**src/rtl/line_buf_ctrl.sv**
```systemverilog
// Line-buffer controller: streams one feature map into a row FIFO and reads
// back the previous row as each new row arrives, then drains the last row.
module line_buf_ctrl #(
  parameter int DATA_WIDTH = 16,
  parameter int IFM_WIDTH  = 8,
  parameter int ROW_W      = 8,
  localparam int COL_W     = (IFM_WIDTH > 1) ? $clog2(IFM_WIDTH) : 1
) (
  input  logic                  clk,
  input  logic                  rst_n,
  input  logic                  start,
  input  logic [ROW_W-1:0]      num_rows,
  input  logic                  ifm_valid,
  input  logic [DATA_WIDTH-1:0] ifm_data,
  output logic                  ifm_ready,
  output logic                  fifo_wr_en,
  output logic                  fifo_rd_en,
  output logic [DATA_WIDTH-1:0] fifo_data,
  output logic                  fifo_wr_inc,
  output logic                  fifo_rd_inc,
  output logic                  fifo_wr_clr,
  output logic                  fifo_rd_clr,
  output logic                  busy,
  output logic                  done,
  output logic [ROW_W-1:0]      cur_row,
  output logic [COL_W-1:0]      cur_col
);

  typedef enum logic [1:0] {IDLE, FILL, STREAM, FLUSH} state_t;

  localparam logic [COL_W-1:0] COL_LAST = COL_W'(IFM_WIDTH - 1);

  state_t                state_q, state_nx;
  logic [ROW_W-1:0]      rows_q;
  logic [ROW_W-1:0]      row_q;
  logic [COL_W-1:0]      col_q;
  logic [COL_W-1:0]      flush_cnt_q;
  logic [DATA_WIDTH-1:0] pix_q;
  logic                  flush_done_q;
  logic                  accept;
  logic                  col_last;
  logic                  start_acc;
  logic                  flush_last;

  assign ifm_ready   = (state_q == FILL) || (state_q == STREAM);
  assign busy        = (state_q != IDLE);
  assign accept      = ifm_valid && ifm_ready;
  assign col_last    = (col_q == COL_LAST);
  assign fifo_wr_inc = rst_n;
  assign fifo_rd_inc = rst_n;
  assign cur_row     = row_q;
  assign cur_col     = col_q;

  always_ff @(posedge clk or negedge rst_n) begin
    if (!rst_n) state_q <= IDLE;
    else        state_q <= state_nx;
  end

  always_comb begin
    state_nx   = state_q;
    start_acc  = 1'b0;
    flush_last = 1'b0;
    case (state_q)
      IDLE: begin
        if (start) begin
          start_acc = 1'b1;
          state_nx  = FILL;
        end
      end
      FILL: begin
        if (accept && col_last)
          state_nx = (rows_q <= ROW_W'(1)) ? FLUSH : STREAM;
      end
      STREAM: begin
        if (accept && col_last && (row_q == rows_q - ROW_W'(1)))
          state_nx = FLUSH;
      end
      FLUSH: begin
        if (flush_cnt_q == COL_LAST) begin
          flush_last = 1'b1;
          state_nx   = IDLE;
        end
      end
      default: state_nx = IDLE;
    endcase
  end

  always_ff @(posedge clk or negedge rst_n) begin
    if (!rst_n) begin
      rows_q      <= '0;
      row_q       <= '0;
      col_q       <= '0;
      flush_cnt_q <= '0;
    end else begin
      if (start_acc) begin
        rows_q      <= (num_rows == '0) ? ROW_W'(1) : num_rows;
        row_q       <= '0;
        col_q       <= '0;
        flush_cnt_q <= '0;
      end else if (accept) begin
        if (col_last) begin
          col_q <= '0;
          row_q <= row_q + ROW_W'(1);
        end else begin
          col_q <= col_q + COL_W'(1);
        end
      end
      if (state_q == FLUSH)
        flush_cnt_q <= flush_last ? '0 : flush_cnt_q + COL_W'(1);
    end
  end

  // Pixel is staged one cycle so fifo_data trails fifo_wr_en by a cycle.
  always_ff @(posedge clk or negedge rst_n) begin
    if (!rst_n) begin
      pix_q        <= '0;
      fifo_data    <= '0;
      fifo_wr_en   <= 1'b0;
      fifo_rd_en   <= 1'b0;
      fifo_wr_clr  <= 1'b0;
      fifo_rd_clr  <= 1'b0;
      flush_done_q <= 1'b0;
      done         <= 1'b0;
    end else begin
      if (accept)     pix_q     <= ifm_data;
      if (fifo_wr_en) fifo_data <= pix_q;
      fifo_wr_en   <= accept;
      fifo_rd_en   <= (accept && (state_q == STREAM)) || (state_q == FLUSH);
      fifo_wr_clr  <= start_acc;
      fifo_rd_clr  <= start_acc;
      flush_done_q <= flush_last;
      done         <= flush_done_q;
    end
  end

endmodule

```
**config.mk**
```make
export PLATFORM = sky130hd
export DESIGN_NAME = line_buf_ctrl
export DESIGN_NICKNAME = d
export VERILOG_FILES = /design/src/rtl/line_buf_ctrl.sv
export SDC_FILE = /design/constraint.sdc
export NUM_CORES = 1
export LEC_CHECK = 0
export BUFFER_PORTS_ARGS = -buffer_cell sky130_fd_sc_hd__buf_4
export CELL_PAD_IN_SITES_DETAIL_PLACEMENT = 1
export CELL_PAD_IN_SITES_GLOBAL_PLACEMENT = 2
export CORE_ASPECT_RATIO = 0.8
export CORE_MARGIN = 1.5
export CORE_UTILIZATION = 39
export CTS_BUF_LIST = sky130_fd_sc_hd__clkbuf_2 sky130_fd_sc_hd__clkbuf_4 sky130_fd_sc_hd__clkbuf_8
export DETAILED_ROUTE_END_ITERATION = 12
export MAX_ROUTING_LAYER = met4
export PLACE_DENSITY = 0.94
export SLEW_MARGIN = 20
export SYNTH_ARGS = -nofsm -noshare
export SYNTH_HDL_FRONTEND = slang
export SYNTH_SLANG_ARGS = --single-unit
```
**constraint.sdc**
```tcl
create_clock -name clk -period 4.15 [get_ports clk]
set_clock_uncertainty 0.05 [all_clocks]
set_input_delay 0.6225 -clock clk [delete_from_list [all_inputs] [get_ports clk]]
set_output_delay 0.6225 -clock clk [all_outputs]
set_load 0.01 [all_outputs]
```
==> impl_summary.log <==
INFO  metric synth_seq_cells = 61
INFO  metric hold_viol = 0
INFO  metric synthCells = approximately 230
INFO  metric power.switching = between 0.0009 and 0.001 W
INFO  metric unrepaired_setup_endpoints_after_global_routing = no
INFO  metric leakage_power = ~1.7 nW
INFO  metric slew_violations = 0
INFO  metric comb_power_share = about two fifths
INFO  metric count_of_flip_flops_with_a_built_in_enable_after_synthesis = 0
INFO  metric wl_per_cell = 16.3 µm
INFO  metric timing.fmax = 0.412 GHz
INFO  metric yosys.cell_types.count = 36
INFO  metric initial_core_util = 40.4%
INFO  metric power = ~0.0025 W
INFO  metric post_dp_hpwl = 4650 µm
INFO  metric num-fill-cells = 766
INFO  metric area_delta_synth_final = 25.6%
INFO  metric yosysSeqAreaShare = ~55%
INFO  metric post_cts_repair_timing_setup_buffer_count = 0
INFO  metric cts_hold_repair.buffers = 0
INFO  metric slew-limit-headroom = a little under 40%
INFO  metric ir_drop = around 0.31 mV
INFO  metric worst_setup_hold_path_clk_slew = about 0.07 ns
INFO  metric wl = 6340 µm
INFO  metric worstHoldPathType = flip-flop to flip-flop
INFO  metric fin_area = approximately 3500 µm²
INFO  metric ys.flop_type = sky130_fd_sc_hd__dfrtp_1
INFO  metric critical-path-max-stage-delay = 0.41 ns
INFO  metric cts_buffer_depth = 2
INFO  metric drt_first_iter_violations = a little over 70
INFO  metric power_frac_seq = 41.5%
INFO  metric post_cts_resized = 0
INFO  metric grt_pass1_vias = between 2,000 and 2,500
INFO  metric yosys_warnings = 0
INFO  metric first_pass_grt_wire_length = 10,400 µm
INFO  metric global_route.overflow_total = 0
INFO  metric synthesis.nets = 273
INFO  metric cts_tree = done
INFO  metric crit_slowest_cell = sky130_fd_sc_hd__dfrtp_1
INFO  metric antenna_left = 0
INFO  metric period_share = about three fifths
INFO  metric cts.sinks = slightly above 60
INFO  metric tritoncts.num_buffers = 9
INFO  metric post-route-drc-count = 0
INFO  metric insertion_delay = around 0.34 ns
INFO  metric numPortBuffers = between 60 and 70
INFO  metric final_period_minus_worst_setup_slack = 2.43 ns
INFO  metric floorplan.die.height = around 79 µm
INFO  metric synth.avg_cell_area = 11.9 µm²
INFO  metric drv_cap = 0
INFO  metric report.final.setup_viol = 0
INFO  metric dp.cells = 373
INFO  metric status = complete, no violations
INFO  metric first_pass_iters = 4
INFO  metric power.clock.fraction = 18.5%
INFO  metric core = slightly below 7000 µm²
INFO  metric gp_congestion = roughly 0.8
INFO  metric pwr_density_cell = around 710 nW/µm²
INFO  metric p_sw_share = roughly 36%
INFO  metric track_usage = ~18%
INFO  metric timing.setup.critical_path_class = flip-flop to flip-flop
INFO  metric design.portCount = 64
INFO  metric dieArea = roughly 7700 µm²
INFO  metric placed_cell_area = 3320 µm²
INFO  metric antenna_cells_inserted = 0
INFO  metric final_layout_net_count = between 300 and 400
INFO  metric critPathLaunchType = flip-flop
INFO  metric worst_margin_slew = about 0.9 ns
INFO  metric worst_setup_path_end_kind = flip-flop
INFO  metric h_tree_depth = 3
INFO  metric setup_tns = 0 ns
INFO  metric post_synth_instance_area = 2780 µm²
INFO  metric die_w = between 90 and 100 µm
INFO  metric critPathArrivalTime = approximately 2.6 ns
INFO  metric cts.root.buffer_cell = sky130_fd_sc_hd__clkbuf_8
INFO  metric detailroute.via_count = between 1,500 and 2,000
INFO  metric worst_endpoint_required_time = roughly 4.3 ns
INFO  metric crit_chain = inv_1 > ha_1 > and3_1 > o211ai_1 > a2111oi_4 > a41oi_2 > mux2_1
INFO  metric drive_above_1_share = roughly 39%
INFO  metric post_drt_via_cell_ratio = 5.05
INFO  metric routed-wl-met3 = 241 µm
INFO  metric internal_power = about 0.0016 W
INFO  metric rows = 27
INFO  metric wirelength_met1 = 2950 µm
INFO  metric routed-wl-met2 = approximately 3100 µm
INFO  metric asyncSetResetFlopFracSynth = 100%
INFO  metric grt_start_max_net_pins = between 60 and 70
INFO  metric antenna_violations_before_repair = 0
INFO  metric place_ws = between 1.5 and 2 ns
INFO  metric top_layer_used = met4
INFO  metric critPathMaxFanout = 6
INFO  metric instances_no_fill = between 300 and 400
INFO  metric smallest_setup_slack_after_layout = approximately 1.7 ns
-- path summary, 6_finish.rpt --
kind / startpoint / endpoint / slack [ns] / cells past startpoint
worst max-delay path: state_q[0] / state_q[1] / 1.72 / 7
worst max register to register: state_q[0] / state_q[1] / 1.72 / 7
worst min-delay path: flush_done_q / done / 0.31 / 0
min in group asynchronous: rst_n / cur_row[5] / 0.42 / 2
worst min register to register: flush_done_q / done / 0.31 / 0
max in group asynchronous: rst_n / fifo_data[1] / 3.09 / 2
-- cell usage after synthesis (2+ instances only) --
cell                       number  area [µm²]
sky130_fd_sc_hd__a31oi_1        2        12.5
sky130_fd_sc_hd__nor2_1        11        41.3
sky130_fd_sc_hd__nand3_1        2        10.0
sky130_fd_sc_hd__nor2b_1        2        12.5
sky130_fd_sc_hd__clkbuf_1       6        22.5
sky130_fd_sc_hd__mux2_1         2        22.5
sky130_fd_sc_hd__ha_1          12         150
sky130_fd_sc_hd__nor3_1         3        15.0
sky130_fd_sc_hd__o22ai_1        3        18.8
sky130_fd_sc_hd__buf_1          2        7.51
sky130_fd_sc_hd__nand4_1        2        12.5
sky130_fd_sc_hd__inv_1          9        33.8
sky130_fd_sc_hd__buf_4          3        22.5
sky130_fd_sc_hd__and3_1         4        25.0
sky130_fd_sc_hd__a211oi_1       2        15.0
sky130_fd_sc_hd__dfrtp_1       61        1530
sky130_fd_sc_hd__xor2_1         7        61.3
sky130_fd_sc_hd__o211ai_1       2        15.0
sky130_fd_sc_hd__nand2_1       31         116
sky130_fd_sc_hd__nor4_1         2        12.5
sky130_fd_sc_hd__o21ai_0        4        20.0
sky130_fd_sc_hd__xnor2_1       10        87.6
sky130_fd_sc_hd__mux2_2        32         360
sky130_fd_sc_hd__a21oi_1        7        35.0
-- cell type report --
type | instances | area [µm²] | area share [%]
Multi-Input combinational cell | 152 | 1170 | 33.5
Tap cell | 87 | 109 | 3.11
Sequential cell | 61 | 1530 | 43.7
Clock inverter | 7 | 51.3 | 1.47
Inverter | 9 | 33.8 | 0.967
Timing Repair Buffer | 64 | 480 | 13.7
Clock buffer | 9 | 124 | 3.54
-- layout by cell type (no fill, tap or decap), types with 2 or more instances in the layout --
cell	synthesis	layout
sky130_fd_sc_hd__buf_4	3	64
sky130_fd_sc_hd__clkinv_2	0	2
sky130_fd_sc_hd__nand3_1	2	2
sky130_fd_sc_hd__nor2_1	11	11
sky130_fd_sc_hd__o22ai_1	3	3
sky130_fd_sc_hd__mux2_2	32	32
sky130_fd_sc_hd__nand4_1	2	2
sky130_fd_sc_hd__nand2_1	31	31
sky130_fd_sc_hd__a211oi_1	2	2
sky130_fd_sc_hd__ha_1	12	12
sky130_fd_sc_hd__o211ai_1	2	2
sky130_fd_sc_hd__a31oi_1	2	2
sky130_fd_sc_hd__mux2_1	2	2
sky130_fd_sc_hd__xnor2_1	10	10
sky130_fd_sc_hd__clkinv_4	0	2
sky130_fd_sc_hd__dfrtp_1	61	61
sky130_fd_sc_hd__nor4_1	2	2
sky130_fd_sc_hd__nor3_1	3	3
sky130_fd_sc_hd__clkinvlp_4	0	2
sky130_fd_sc_hd__nor2b_1	2	2
sky130_fd_sc_hd__o21ai_0	4	4
sky130_fd_sc_hd__and3_1	4	4
sky130_fd_sc_hd__xor2_1	7	7
sky130_fd_sc_hd__clkbuf_8	0	9
sky130_fd_sc_hd__a21oi_1	7	7
sky130_fd_sc_hd__inv_1	9	9
-- power groups by stage --
stage	registers [W]	clock network [W]	logic, W
floorplan	0.00102	0	0.000634
global placement	0.00102	0	0.000976
detailed placement	0.00104	0	0.00101
CTS	0.00103	0.000478	0.00102
global route	0.00107	0.000504	0.00110
finish	0.00103	0.000461	0.000995
-- worst max-delay path: cells and delay by family (launching register included) --
kind	cells	cell delay [ns]
buf+inv	1	0.12
compound gates	3	0.72
simple gates	1	0.32
mux	1	0.34
flops	1	0.41
fa+ha+maj	1	0.35
-- per-layer routing --
layer	up-vias	track usage, %
met5	-	-
met4	0	4.71
met3	6	5.43
met2	34	27.6
met1	997	23.5
li1	927	-
-- sequential cells by signal, indices dropped and copies added, names as in the netlist --
name and flops:
done 1, pix_q 16, state_q 2, fifo_wr_en 1
fifo_data 16, cur_row 8, rows_q 8, flush_done_q 1
fifo_rd_en 1, cur_col 3, flush_cnt_q 3, fifo_rd_clr 1
-- logic make-up (layout without fill, tap and decap cells) --
logic type                 after synthesis  in the layout  synth area share (%)
and+or+nand+nor                         65             65                  11.2
DFF                                     61             61                  54.9
muxes                                   34             34                  13.8
AOI/OAI and AO/OA                       24             24                  6.34
buffers and inverters                   20             89                  3.10
xor gates and xnor gates                17             17                  5.35
adders and majority gates               12             12                  5.40
-- stage by stage --
| stage | hold slack (ns) | util, % |
|---|---|---|
| global route | 0.328 | 50.7 |
| detailed placement | 0.298 | 48.2 |
| global placement | 0.281 | 48.2 |
| floorplan | 0.277 | - |
| CTS | 0.314 | 50.7 |
| finish | 0.309 | 50.7 |
(Power assumes the default switching activity.)
